### src/rtl/cache_pkg.sv
// Shared types and default geometry for the cache miss-handling path.
package cache_pkg;

  localparam int ADDR_W = 10;
  localparam int OFFS_W = 4;
  localparam int SET_W  = 1;
  localparam int LINE_W = 128;
  localparam int TAG_W  = ADDR_W - OFFS_W - SET_W;

  typedef enum logic [2:0] {
    IDLE,
    WB,
    FILL,
    DONE,
    ERR
  } state_e;

  function automatic int tag_width(input int addr_w, input int offs_w, input int set_w);
    return addr_w - offs_w - set_w;
  endfunction

endpackage

### src/rtl/sat_counter.sv
// Saturating event counter with synchronous clear; clear beats increment.
module sat_counter #(
  parameter int CNT_W = 16
) (
  input  logic             clk,
  input  logic             rst_n,
  input  logic             inc,
  input  logic             clr,
  output logic [CNT_W-1:0] cnt
);

  always_ff @(posedge clk or negedge rst_n) begin
    if (!rst_n) begin
      cnt <= '0;
    end else if (clr) begin
      cnt <= '0;
    end else if (inc && (cnt != '1)) begin
      cnt <= cnt + CNT_W'(1);
    end
  end

endmodule

### src/rtl/cache_miss_ctrl.sv
// Miss sequencer: optional victim writeback, line refill, per-request timeout,
// with all outputs registered from the next state.
module cache_miss_ctrl #(
  parameter int ADDR_W  = cache_pkg::ADDR_W,
  parameter int OFFS_W  = cache_pkg::OFFS_W,
  parameter int SET_W   = cache_pkg::SET_W,
  parameter int LINE_W  = cache_pkg::LINE_W,
  parameter int TIMEOUT = 255,
  parameter int CNT_W   = 16,
  localparam int TAG_W  = cache_pkg::tag_width(ADDR_W, OFFS_W, SET_W)
) (
  input  logic              clk,
  input  logic              rst_n,
  input  logic              miss_valid,
  input  logic [ADDR_W-1:0] miss_addr,
  input  logic              miss_dirty,
  input  logic [TAG_W-1:0]  victim_tag,
  input  logic [LINE_W-1:0] victim_data,
  output logic              miss_done,
  output logic              miss_err,
  output logic              fill_valid,
  output logic [LINE_W-1:0] fill_data,
  output logic              mem_req,
  output logic              mem_we,
  output logic [ADDR_W-1:0] mem_addr,
  output logic [LINE_W-1:0] mem_wdata,
  input  logic [LINE_W-1:0] mem_rdata,
  input  logic              mem_ack,
  input  logic              stat_clr,
  output logic [CNT_W-1:0]  miss_cnt,
  output logic [CNT_W-1:0]  wb_cnt,
  output logic              busy
);

  import cache_pkg::*;

  localparam int WAIT_W = $clog2(TIMEOUT + 1);
  localparam logic [WAIT_W-1:0] LIMIT = WAIT_W'(TIMEOUT - 1);

  state_e            state_q, state_d;
  logic [WAIT_W-1:0] wait_q, wait_d;
  logic [ADDR_W-1:0] addr_q, addr_d;
  logic [TAG_W-1:0]  tag_q, tag_d;
  logic [LINE_W-1:0] vdata_q, vdata_d;
  logic [LINE_W-1:0] fill_d;
  logic              miss_inc, wb_inc;

  logic              req_d, we_d, done_d, err_d, fv_d, busy_d;
  logic [ADDR_W-1:0] maddr_d;
  logic [LINE_W-1:0] wdata_d;

  // NOTE: every signal gets a default before the case so no path leaves one unassigned (no latches).
  always_comb begin
    state_d  = state_q;
    wait_d   = wait_q;
    addr_d   = addr_q;
    tag_d    = tag_q;
    vdata_d  = vdata_q;
    fill_d   = fill_data;
    miss_inc = 1'b0;
    wb_inc   = 1'b0;
    unique case (state_q)
      IDLE: begin
        if (miss_valid) begin
          addr_d   = miss_addr;
          tag_d    = victim_tag;
          vdata_d  = victim_data;
          miss_inc = 1'b1;
          wait_d   = '0;
          state_d  = miss_dirty ? WB : FILL;
        end
      end
      WB: begin
        // An ack on the limit cycle still completes the request.
        if (mem_ack) begin
          wb_inc  = 1'b1;
          wait_d  = '0;
          state_d = FILL;
        end else if (wait_q == LIMIT) begin
          state_d = ERR;
        end else begin
          wait_d = wait_q + WAIT_W'(1);
        end
      end
      FILL: begin
        if (mem_ack) begin
          fill_d  = mem_rdata;
          state_d = DONE;
        end else if (wait_q == LIMIT) begin
          state_d = ERR;
        end else begin
          wait_d = wait_q + WAIT_W'(1);
        end
      end
      DONE, ERR: state_d = IDLE;
      default:   state_d = IDLE;
    endcase
  end

  // Outputs are decoded from the next state so they line up with it after the edge.
  always_comb begin
    req_d   = (state_d == WB) || (state_d == FILL);
    we_d    = (state_d == WB);
    done_d  = (state_d == DONE) || (state_d == ERR);
    err_d   = (state_d == ERR);
    fv_d    = (state_d == DONE);
    busy_d  = (state_d != IDLE);
    maddr_d = '0;
    wdata_d = '0;
    if (state_d == WB) begin
      maddr_d = {tag_d, addr_d[OFFS_W+SET_W-1:OFFS_W], {OFFS_W{1'b0}}};
      wdata_d = vdata_d;
    end else if (state_d == FILL) begin
      maddr_d = {addr_d[ADDR_W-1:OFFS_W], {OFFS_W{1'b0}}};
    end
  end

  // NOTE: the wide victim/fill registers are reset as well, so nothing visible ever carries X.
  always_ff @(posedge clk or negedge rst_n) begin
    if (!rst_n) begin
      state_q    <= IDLE;
      wait_q     <= '0;
      addr_q     <= '0;
      tag_q      <= '0;
      vdata_q    <= '0;
      fill_data  <= '0;
      mem_req    <= 1'b0;
      mem_we     <= 1'b0;
      mem_addr   <= '0;
      mem_wdata  <= '0;
      miss_done  <= 1'b0;
      miss_err   <= 1'b0;
      fill_valid <= 1'b0;
      busy       <= 1'b0;
    end else begin
      // NOTE: registers take non-blocking assignments so every flop samples pre-edge values.
      state_q    <= state_d;
      wait_q     <= wait_d;
      addr_q     <= addr_d;
      tag_q      <= tag_d;
      vdata_q    <= vdata_d;
      fill_data  <= fill_d;
      mem_req    <= req_d;
      mem_we     <= we_d;
      mem_addr   <= maddr_d;
      mem_wdata  <= wdata_d;
      miss_done  <= done_d;
      miss_err   <= err_d;
      fill_valid <= fv_d;
      busy       <= busy_d;
    end
  end

  sat_counter #(.CNT_W(CNT_W)) u_miss_cnt (
    .clk   (clk),
    .rst_n (rst_n),
    .inc   (miss_inc),
    .clr   (stat_clr),
    .cnt   (miss_cnt)
  );

  sat_counter #(.CNT_W(CNT_W)) u_wb_cnt (
    .clk   (clk),
    .rst_n (rst_n),
    .inc   (wb_inc),
    .clr   (stat_clr),
    .cnt   (wb_cnt)
  );

endmodule

### config.mk
export PLATFORM = sky130hd
export DESIGN_NAME = cache_miss_ctrl
export DESIGN_NICKNAME = d
export VERILOG_FILES = /design/src/rtl/cache_pkg.sv /design/src/rtl/sat_counter.sv /design/src/rtl/cache_miss_ctrl.sv
export SDC_FILE = /design/constraint.sdc
export NUM_CORES = 1
export LEC_CHECK = 0
export ABC_AREA = 1
export CAP_MARGIN = 10
export CORE_UTILIZATION = 25
export CTS_CLUSTER_SIZE = 12
export DETAILED_ROUTE_END_ITERATION = 6
export HOLD_SLACK_MARGIN = 0.15
export SKIP_CTS_REPAIR_TIMING = 1
export SLEW_MARGIN = 20
export SYNTH_ARGS = -nofsm -noshare
export SYNTH_HDL_FRONTEND = slang
export SYNTH_HIERARCHICAL = 1
export SYNTH_SLANG_ARGS = --single-unit
### constraint.sdc
create_clock -name clk -period 3.79 [get_ports clk]
set_input_delay 0.758 -clock clk [delete_from_list [all_inputs] [get_ports clk]]
set_output_delay 0.758 -clock clk [all_outputs]
set_load 0.05 [all_outputs]
==> reports/qor.yml, run 1 <==
placement:
  place.port_buffers: 572
  dpl_cell_area_sq_mm: 0.0242
  hpwl_mm: 37.0
  routabilityCongestion: 0.851
setup_path:
  path_delay_family: "buffers and inverters"
  crit_chain: "clkdlybuf4s50_1"
  r2r_cells: 11
  slowest_delay_ns: 0.89
  crit_type: "reg2out"
  crit_path_start_kind: "flop"
  cp.arrival_ns: 1.96
  slowest_stage: "clkdlybuf4s50_1"
  cp-end-kind: "primary output"
  cp.depth: 1
  cp_num_buf_inv: 1
  critPathRequiredTime_ns: 3.03
  cp_max_fo: 7
final_layout:
  nets: 2681
  drive_above_1_share_pct: 10.2
  regArea_sq_mm: 0.0113
  final_area_sq_mm: 0.0260
  area_delta_synth_final_pct: 48.5
  final_cell_mix: "571 x nand2_1, 571 x clkdlybuf4s50_1, 450 x dfrtp_1, 167 x nor2_1, 166 x inv_1"
  multiInputGateArea_sq_mm: 0.00512
  nFillCells: 6898
synthesis:
  ys_types: 36
  synth_top_flop_cell: "dfrtp_1"
  seq_area_frac_synth_pct: 64.2
  avgSynthCellArea_sq_um: 9.57
  netlist_instances: 1832
  ys_ff_latch: 450
  netlist_area_sq_mm: 0.0175
  synth_warnings: 6
  synth-edff-count: 0
  async_flop_share_pct: 100
clocking:
  cts_num_sinks: 450
  htreeDepth: 2
  path_clk_slew_ns: 0.06
  clk_latency_ns: 0.61
  cts_tree: "yes"
  clock-root-buffer: "clkbuf_16"
  cts_buffers: 52
  clock_path_buffers: 3
sta:
  rsz0062_at_grt: "no"
  setup_viol: 0
  finClkSkew_ns: 0.0287
  holdWs_ns: 0.218
  fin_crit_ns: 2.71
  slew_viol_final: 0
  max_freq_mhz: 368
  relSlewSlack_pct: 35.6
  worstMarginPinSlew_ns: 0.966
  post-route-period-util_pct: 71.6
  finalHoldViolCount: 0
  tns_ns: 0
power_and_ir_drop:
  internal_power_mw: 13.6
  sequentialPowerShare_pct: 31.0
  combPwrFrac_pct: 47.5
  leakagePower_nw: 12.2
  peakVddDrop_mv: 0.468
  sw_frac_of_total_pct: 44.0
  power-per-cell-area_mw_per_mm2: 936
  p_clk_share_pct: 21.5
  p_switching_mw: 10.7
routing:
  drc: 0
  ant_nets: 0
  drt_iter0_drc: 873
  first_pass_iters: 5
  routedWlPerCell_um: 15.7
  via_count: 14000
  drt-total-wl_mm: 53.0
  routed_via_density: 4.15
global_routing:
  grt_pass1_vias: 14300
  antenna_found_initial: 3
  grt_max_degree: 129
  grt_pass1_wl_mm: 81.3
  grt_usage_pct: 14.5
  overflow: 0
run_status:
  outcome: "complete, no violations"
floorplanning:
  core_sq_mm: 0.0689
  ios: 581
  dieArea_sq_mm: 0.0712
  num_rows: 96
  die_y_um: 267
  die_w_um: 267
  initial_core_util_pct: 25.4
hold_path:
  hp-class: "in2async"
job:
  cap_violations: 0
logic make-up (layout without fill, tap and decap cells):
kind of cell	count (synthesis)	in the layout	share of synthesized area, %
other	1	5	0.0214
AO/OA/AOI/OAI	159	159	4.85
flip-flops	450	450	64.2
adder cells (fa/ha/maj)	4	4	0.286
buffers and inverters	257	866	6.68
XOR/XNOR	12	12	0.600
AND/OR/NAND/NOR	949	949	23.3
metal layers:
metal  global-route usage (%)  vias to the layer above  share of wire (%)
li1                         -                     6708                  -
met1                     17.8                     6775                 41
met2                     24.0                      412                 48
met3                     4.73                       97                8.1
met4                     4.61                        2                3.1
met5                        0                        -              0.025
power groups by stage:
stage | combinational (mW) | sequential [mW] | clock (mW)
floorplan | 3.15 | 12.1 | 0
global placement | 11.5 | 7.58 | 0
detailed placement | 11.7 | 7.64 | 0
CTS | 11.7 | 7.58 | 5.42
global route | 12.3 | 7.77 | 5.60
finish | 11.6 | 7.56 | 5.24
synthesized netlist by cell type, types with 13 or more instances:
library cell	instances	area share, %
or2_0	13	0.46
nand2_1	571	12
clkbuf_1	38	0.81
inv_1	167	3.6
o21ai_0	45	1.3
nor2_1	168	3.6
dfrtp_1	450	64
nand3_1	38	1.1
or2_2	113	4.0
buf_2	20	0.57
nand4_1	18	0.64
o21ai_1	99	2.8
cell type report:
type	instances	area share (%)
Clock inverter	19	1.24
Sequential cell	450	43.3
Timing Repair Buffer	594	23.1
Clock buffer	79	5.73
Tap cell	931	4.47
Inverter	174	2.54
Antenna cell	1	0.00961
Multi-Input combinational cell	1128	19.7
through the flow:
stage / cells / total power, mW / setup WS [ns] / util (%)
after floorplan: 1835 / 15.2 / 1.78 / -
after global placement: 3277 / 19.1 / 0.605 / 35.1
after global routing: 3375 / 25.7 / 0.808 / 37.8
after CTS: 3375 / 24.7 / 1.02 / 37.8
final: 3376 / 24.4 / 1.08 / 37.8
after detailed placement: 3277 / 19.3 / 0.577 / 35.1
registers in the layout, summed over array words and instances (netlist names):
register        count
mem_addr            6
mem_we              1
vdata_q           128
addr_q              6
fill_data         128
u_miss_cnt/cnt     16
busy                1
miss_done           1
tag_q               5
mem_req             1
mem_wdata         128
wait_q              8
u_wb_cnt/cnt       16
fill_valid          1
miss_err            1
state_q             3
final timing paths:
kind	start	end	slack [ns]
max	u_wb_cnt/cnt[7]$_DFFE_PN0P_	wb_cnt[7]	1.08
max in group asynchronous	rst_n	u_miss_cnt/cnt[1]$_DFFE_PN0P_	2.66
min in group clk	fill_data[102]$_DFFE_PN0P_	fill_data[102]$_DFFE_PN0P_	0.47
max reg2reg	wait_q[0]$_DFFE_PN0P_	mem_wdata[112]$_DFF_PN0_	1.13
min reg2reg	fill_data[102]$_DFFE_PN0P_	fill_data[102]$_DFFE_PN0P_	0.47
min	rst_n	mem_wdata[27]$_DFF_PN0_	0.22
Power figures use the tool's default switching activity.
==> run 2, diff against run 1 <==
Clock period 3.79 ns to 2.23 ns, I/O delays scaled along.
==> run 2 against run 1 <==
  * The run now ends with design-rule violations left
  * Cell count increased by 0.68%
  * Sequential power up 69%
  * Via count increased by 0.66%
  * Flip-flop and latch count stayed put
  * Clock-buffer cell count is 3 lower
  * Critical path depth unchanged
  * Final area is 2.9% higher
==> reports/qor.yml, run 2 (synthesized netlist as in run 1, its figures left out) <==
setup_path:
  cp.arrival_ns: 1.73  # -0.23 ns
  r2r-end: "mem_req$_DFF_PN0_"
  slowest_delay_ns: 0.80  # -0.09 ns
  path_delay_family: "buffers and inverters"
  slowest_stage: "clkdlybuf4s50_1"
  crit_path_start_kind: "flop"
  crit_type: "reg2out"
  crit_start: "mem_wdata[119]$_DFF_PN0_"
  r2r_start: "wait_q[0]$_DFFE_PN0P_"
  reg2reg_slack_ns: 0.31  # -0.82 ns
  cp_num_buf_inv: 1  # unchanged
  critPathRequiredTime_ns: 1.78  # -1.25 ns
  r2r_cells: 12  # +1
  crit_chain: "clkdlybuf4s50_1"
  cp-end-kind: "primary output"
  cp_max_fo: 1  # -6
clocking:
  cts_buffers: 51  # -1.9%
  clock_path_buffers: 3  # unchanged
  cts_tree: "yes"
  clock-root-buffer: "clkbuf_16"
  cts_num_sinks: 450  # unchanged
  clk_latency_ns: 0.59  # -0.02 ns
  htreeDepth: 2  # unchanged
  path_clk_slew_ns: 0.06  # about the same
sta:
  setup_viol: 0  # unchanged
  post-route-period-util_pct: 97.6
  worstMarginPinSlew_ns: 0.667  # -0.299 ns
  fin_crit_ns: 2.18
  max_freq_mhz: 459
  tns_ns: 0  # unchanged
  finalHoldViolCount: 0  # unchanged
  slew_viol_final: 0  # unchanged
  rsz0062_at_grt: "no"
  finClkSkew_ns: 0.0221  # -0.00656 ns
  relSlewSlack_pct: 55.4  # +20 points
placement:
  place.port_buffers: 572  # unchanged
  dpl.cell_count: 3303  # +0.79%
  hpwl_mm: 38.5  # +4.0%
  routabilityCongestion: 0.862  # +1.3%
final_layout:
  area_delta_synth_final_pct: 52.8
  nets: 2707  # +0.97%
  drive_above_1_share_pct: 11.7  # +1.5 points
  final_cell_mix: "571 x nand2_1, 450 x dfrtp_1, 342 x clkdlybuf4s50_1, 217 x dlymetal6s2s_1, 167 x nor2_1"
  top_regs: "fill_data (128), mem_wdata (128), vdata_q (128)"
  stdcell_count: 3399  # +0.68%
  final_common_cell: "nand2_1"
global_routing:
  overflow: 0  # unchanged
  antenna_found_initial: 3  # unchanged
  grt_pass1_wl_mm: 82.8  # +1.9%
  grt_usage_pct: 14.7  # +0.24 points
  grt_pass1_vias: 14500  # +1.8%
  grt_max_degree: 73  # -43%
routing:
  routed_via_density: 4.14  # about the same
  drt-total-wl_mm: 54.2  # +2.2%
  ant_nets: 0  # unchanged
  first_pass_iters: 7  # +2
  via_count: 14100  # +0.66%
  drt_iter0_drc: 724  # -17%
  drc: 7  # +7
  routedWlPerCell_um: 15.9  # +1.5%
hold_path:
  hp-start: "mem_rdata[6]"
  min_to: "fill_data[6]$_DFFE_PN0P_"
  hp-class: "in2reg"
  whs_path_depth: 3
power_and_ir_drop:
  power-per-cell-area_mw_per_mm2: 1540  # +64%
  power_mw: 41.1  # +69%
  peakVddDrop_mv: 0.821  # +75%
  leakagePower_nw: 15.5  # +27%
floorplanning:
  dieArea_sq_mm: 0.0712  # unchanged
  core_sq_mm: 0.0689  # unchanged
  initial_core_util_pct: 25.4  # unchanged
  ios: 581  # unchanged
  num_rows: 96  # unchanged
  die_y_um: 267  # unchanged
  die_w_um: 267  # unchanged
job:
  cap_violations: 0  # unchanged
run_status:
  failed_checks: "design-rule violations"
  outcome: "complete, but fails checks"
==> run 2: changes by cell type in the layout (fill, tap and decap cells not counted), moves of 2 or more <==
cell | previous run | this run
buf_12 | 9 | 22
buf_4 | 13 | 38
bufinv_16 | 6 | 2
clkbuf_1 | 18 | 13
clkbuf_8 | 9 | 12
clkdlybuf4s50_1 | 571 | 342
clkinv_2 | 7 | 12
clkinvlp_4 | 3 | 1
dlymetal6s2s_1 | 0 | 217
==> run 2: worst min-delay path, delay by kind of cell <==
| kind | cells | cell delay (ns) |
|---|---|---|
| buf+inv | 1 | 0.39 |
| simple gates | 2 | 0.11 |
==> run 2: cell type report <==
class | instances | area (sq um)
multi-input cells | 1128 | 5120
clock buffers | 76 | 1490
repair buffers | 621 | 6890
diodes | 1 | 2.50
fillers | 6858 | 42200
flip-flops and latches | 450 | 11300
clock inverters | 18 | 190
well taps | 931 | 1160
inverters | 174 | 661
==> run 2: power breakdown <==
| part | switching [mW] | internal [mW] |
|---|---|---|
| sequential | 1.19 | 11.6 |
| clock | 3.44 | 4.87 |
| combinational | 13.6 | 6.43 |
| total | 18.2 | 22.9 |
==> run 2: per-stage QoR <==
step	hold WS [ns]	cell area, sq um	utilization, %	setup slack (ns)
2_1_floorplan	0.150	17500	-	0.365
3_3_place_gp	0.432	24500	35.6	0.0346
3_5_place_dp	0.433	24500	35.6	0.00377
4_1_cts	-0.229	26200	38.0	-0.199
5_1_grt	0.369	26800	38.8	0.000822
6_report	0.395	26800	38.8	0.0529
==> run 2: metal layers <==
| layer | vias up | track usage, % | share of wire, % |
|---|---|---|---|
| met5 | - | 0 | 0.076 |
| met4 | 6 | 4.64 | 2.8 |
| met3 | 95 | 4.13 | 7.2 |
| met2 | 424 | 24.5 | 49 |
| met1 | 6805 | 18.5 | 41 |
| li1 | 6757 | - | - |
==> run 2: worst max path at each step <==
stage | cells past startpoint | endpoint | slack [ns]
global route | 1 | mem_wdata[26] | 0.0008
global placement | 9 | u_miss_cnt/cnt[8]$_DFFE_PN0P_ | 0.03
finish | 1 | mem_wdata[119] | 0.05
detailed placement | 8 | mem_req$_DFF_PN0_ | 0.004
CTS | 1 | wb_cnt[6] | -0.20
floorplan | 10 | u_miss_cnt/cnt[7]$_DFFE_PN0P_ | 0.37
==> run 3, diff against run 2 <==
==> constraint.sdc (replaced) <==
create_clock -name clk -period 2.23 [get_ports clk]
set_input_delay 0.669 -clock clk [delete_from_list [all_inputs] [get_ports clk]]
set_output_delay 0.669 -clock clk [all_outputs]
set_load 0.05 [all_outputs]
==> run 3 against run 2 <==
  * The flow now finishes without violations
  * Worst hold slack better by 0.069 ns
  * Critical path type unchanged
  * Fmax up 5.6%
  * First-iteration DRC count up 26%
  * Critical path depth unchanged
  * Via count up 0.21%
  * Cell count up 0.44%
  * Highest routed layer unchanged
  * Die area unchanged
  * Sequential share of layout area up 0.57 points
  * Critical endpoint is now fill_data[111]
==> reports/qor.yml, run 3 (synthesized netlist as in run 1, its figures left out) <==
setup_path:
  r2r-end: "mem_wdata[24]$_DFF_PN0_"
  slowest_stage: "dlymetal6s2s_1"
  cp_num_buf_inv: 1  # unchanged
  path_delay_family: "buffers and inverters"
  cp-end-kind: "primary output"
  crit_path_start_kind: "flop"
  cp.arrival_ns: 1.39  # -0.34 ns
  slowest_delay_ns: 0.43  # -0.37 ns
  cp_max_fo: 2  # +1
  crit_start: "fill_data[111]$_DFFE_PN0P_"
  crit_type: "reg2out"
  r2r_cells: 11  # -1
  reg2reg_slack_ns: 0.30  # about the same
  critPathRequiredTime_ns: 1.56  # -0.22 ns
  cp.depth: 1  # unchanged
  crit_chain: "dlymetal6s2s_1"
  r2r_start: "wait_q[0]$_DFFE_PN0P_"
final_layout:
  regArea_sq_mm: 0.0113  # unchanged
  final_common_cell: "nand2_1"
  fin_util_pct: 38.3  # -0.52 points
  drive_above_1_share_pct: 17.2  # +5.5 points
  final_area_sq_mm: 0.0264  # -1.3%
  nets: 2727  # +0.74%
  area_delta_synth_final_pct: 50.7
  nFillCells: 6870  # +0.17%
  top_regs: "fill_data (128), mem_wdata (128), vdata_q (128)"
  multiInputGateArea_sq_mm: 0.00512  # unchanged
  final_cell_mix: "571 x nand2_1, 450 x dfrtp_1, 271 x clkdlybuf4s50_1, 182 x buf_4, 167 x nor2_1"
placement:
  hpwl_mm: 38.7  # +0.62%
  routabilityCongestion: 0.844  # -2.1%
  place.port_buffers: 572  # unchanged
  dpl_cell_area_sq_mm: 0.0244  # -0.73%
  place_ws_ns: -0.182  # -0.185 ns
global_routing:
  grt_max_degree: 94  # +29%
  overflow: 0  # unchanged
  antenna_found_initial: 5  # +2
  grt_pass1_wl_mm: 82.3  # -0.61%
  grt_pass1_vias: 14500  # +0.14%
  grt_usage_pct: 14.7  # -0.056 points
power_and_ir_drop:
  combPwrFrac_pct: 48.6  # about the same
  p_clk_share_pct: 20.1  # about the same
  sequentialPowerShare_pct: 31.3  # +0.2 points
  internal_power_mw: 22.6  # -1.2%
  power_mw: 40.9  # -0.50%
  power-per-cell-area_mw_per_mm2: 1550  # +0.85%
  peakVddDrop_mv: 1.00  # +22%
  sw_frac_of_total_pct: 44.7  # +0.39 points
  leakagePower_nw: 15.1  # -2.4%
  p_switching_mw: 18.3  # +0.37%
sta:
  finalHoldViolCount: 0  # unchanged
  holdWs_ns: 0.464  # +0.0686 ns
  rsz0062_at_grt: "no"
  finClkSkew_ns: 0.0210  # -0.00109 ns
  worstMarginPinSlew_ns: 0.593  # -0.0749 ns
  fin_crit_ns: 2.06  # -0.115 ns
  relSlewSlack_pct: 60.5  # +5.1 points
  max_freq_mhz: 485  # +5.6%
  post-route-period-util_pct: 92.5  # -5.2 points
  slew_viol_final: 0  # unchanged
  setup_viol: 0  # unchanged
  setup_slack_ns: 0.168  # +0.115 ns
routing:
  ant_nets: 0  # unchanged
  first_pass_iters: 5  # -2
  drt-total-wl_mm: 53.6  # -1.0%
  drc: 0  # -7
  via_count: 14100  # +0.21%
  routed_via_density: 4.14  # -0.23%
  drt_iter0_drc: 913  # +26%
  routedWlPerCell_um: 15.7  # -1.5%
job:
  cap_violations: 0  # unchanged
floorplanning:
  core_sq_mm: 0.0689  # unchanged
  num_rows: 96  # unchanged
  initial_core_util_pct: 25.4  # unchanged
  die_y_um: 267  # unchanged
  dieArea_sq_mm: 0.0712  # unchanged
  ios: 581  # unchanged
  die_w_um: 267  # unchanged
clocking:
  path_clk_slew_ns: 0.06  # about the same
  cts_num_sinks: 450  # unchanged
  htreeDepth: 2  # unchanged
  cts_tree: "yes"
  clock_path_buffers: 3  # unchanged
  clk_latency_ns: 0.60  # about the same
  cts_buffers: 51  # unchanged
  clock-root-buffer: "clkbuf_16"
hold_path:
  hp-class: "reg2reg"
  whs_path_depth: 2  # -1
  min_to: "fill_data[97]$_DFFE_PN0P_"
  hp-start: "fill_data[97]$_DFFE_PN0P_"
run_status:
  outcome: "complete, no violations"
## run 3: changes by cell type in the layout (fill, tap and decap cells not counted), sizes merged
cell | before | now
clkinv | 15 | 13
inv | 174 | 176
clkdlybuf4s50 | 342 | 271
buf | 61 | 203
dlymetal6s2s | 217 | 166
clkinvlp | 1 | 3
clkbuf | 76 | 68
bufinv | 2 | 3
## run 3: final cells by class
class                      count  area share [%]
multi-input combinational   1128            19.4
antenna                        1         0.00947
clock inverter                21           0.909
inverter                     174            2.50
tap                          931            4.41
timing repair buffer         641            24.9
clock buffer                  68            5.26
sequential                   450            42.6
## run 3: worst max-delay path by stage
stage	to	slack (ns)
4_1_cts	mem_wdata[56]	-0.28
3_5_place_dp	mem_wdata[4]$_DFF_PN0_	-0.18
3_3_place_gp	u_miss_cnt/cnt[0]$_DFFE_PN0P_	-0.15
6_report	fill_data[111]	0.17
2_1_floorplan	u_miss_cnt/cnt[2]$_DFFE_PN0P_	0.31
5_1_grt	fill_data[8]	0.09
## run 3: layer usage
layer | part of all wire (%) | global-route usage [%] | wire length, um | vias up
met4 | 2.8 | 4.46 | 1520 | 8
met5 | 0.097 | 0 | 52 | -
met2 | 49 | 24.6 | 26200 | 408
li1 | - | - | - | 6799
met1 | 41 | 18.0 | 21900 | 6792
met3 | 7.4 | 4.56 | 3950 | 110
## run 3: metrics by stage
stage                     instances  setup TNS [ns]
after floorplan                1835               0
after global placement         3323          -17.11
after detailed placement       3323          -22.35
after CTS                      3412          -38.21
after global routing           3413               0
final                          3414               0
## run 3: power by group through the flow
stage / logic (mW) / clock network [mW] / registers (mW)
5_1_grt: 21.2 / 8.85 / 13.2
4_1_cts: 20.2 / 8.55 / 12.9
3_3_place_gp: 19.9 / 0 / 12.9
2_1_floorplan: 5.35 / 0 / 20.5
3_5_place_dp: 20.2 / 0 / 13.0
6_report: 19.9 / 8.23 / 12.8
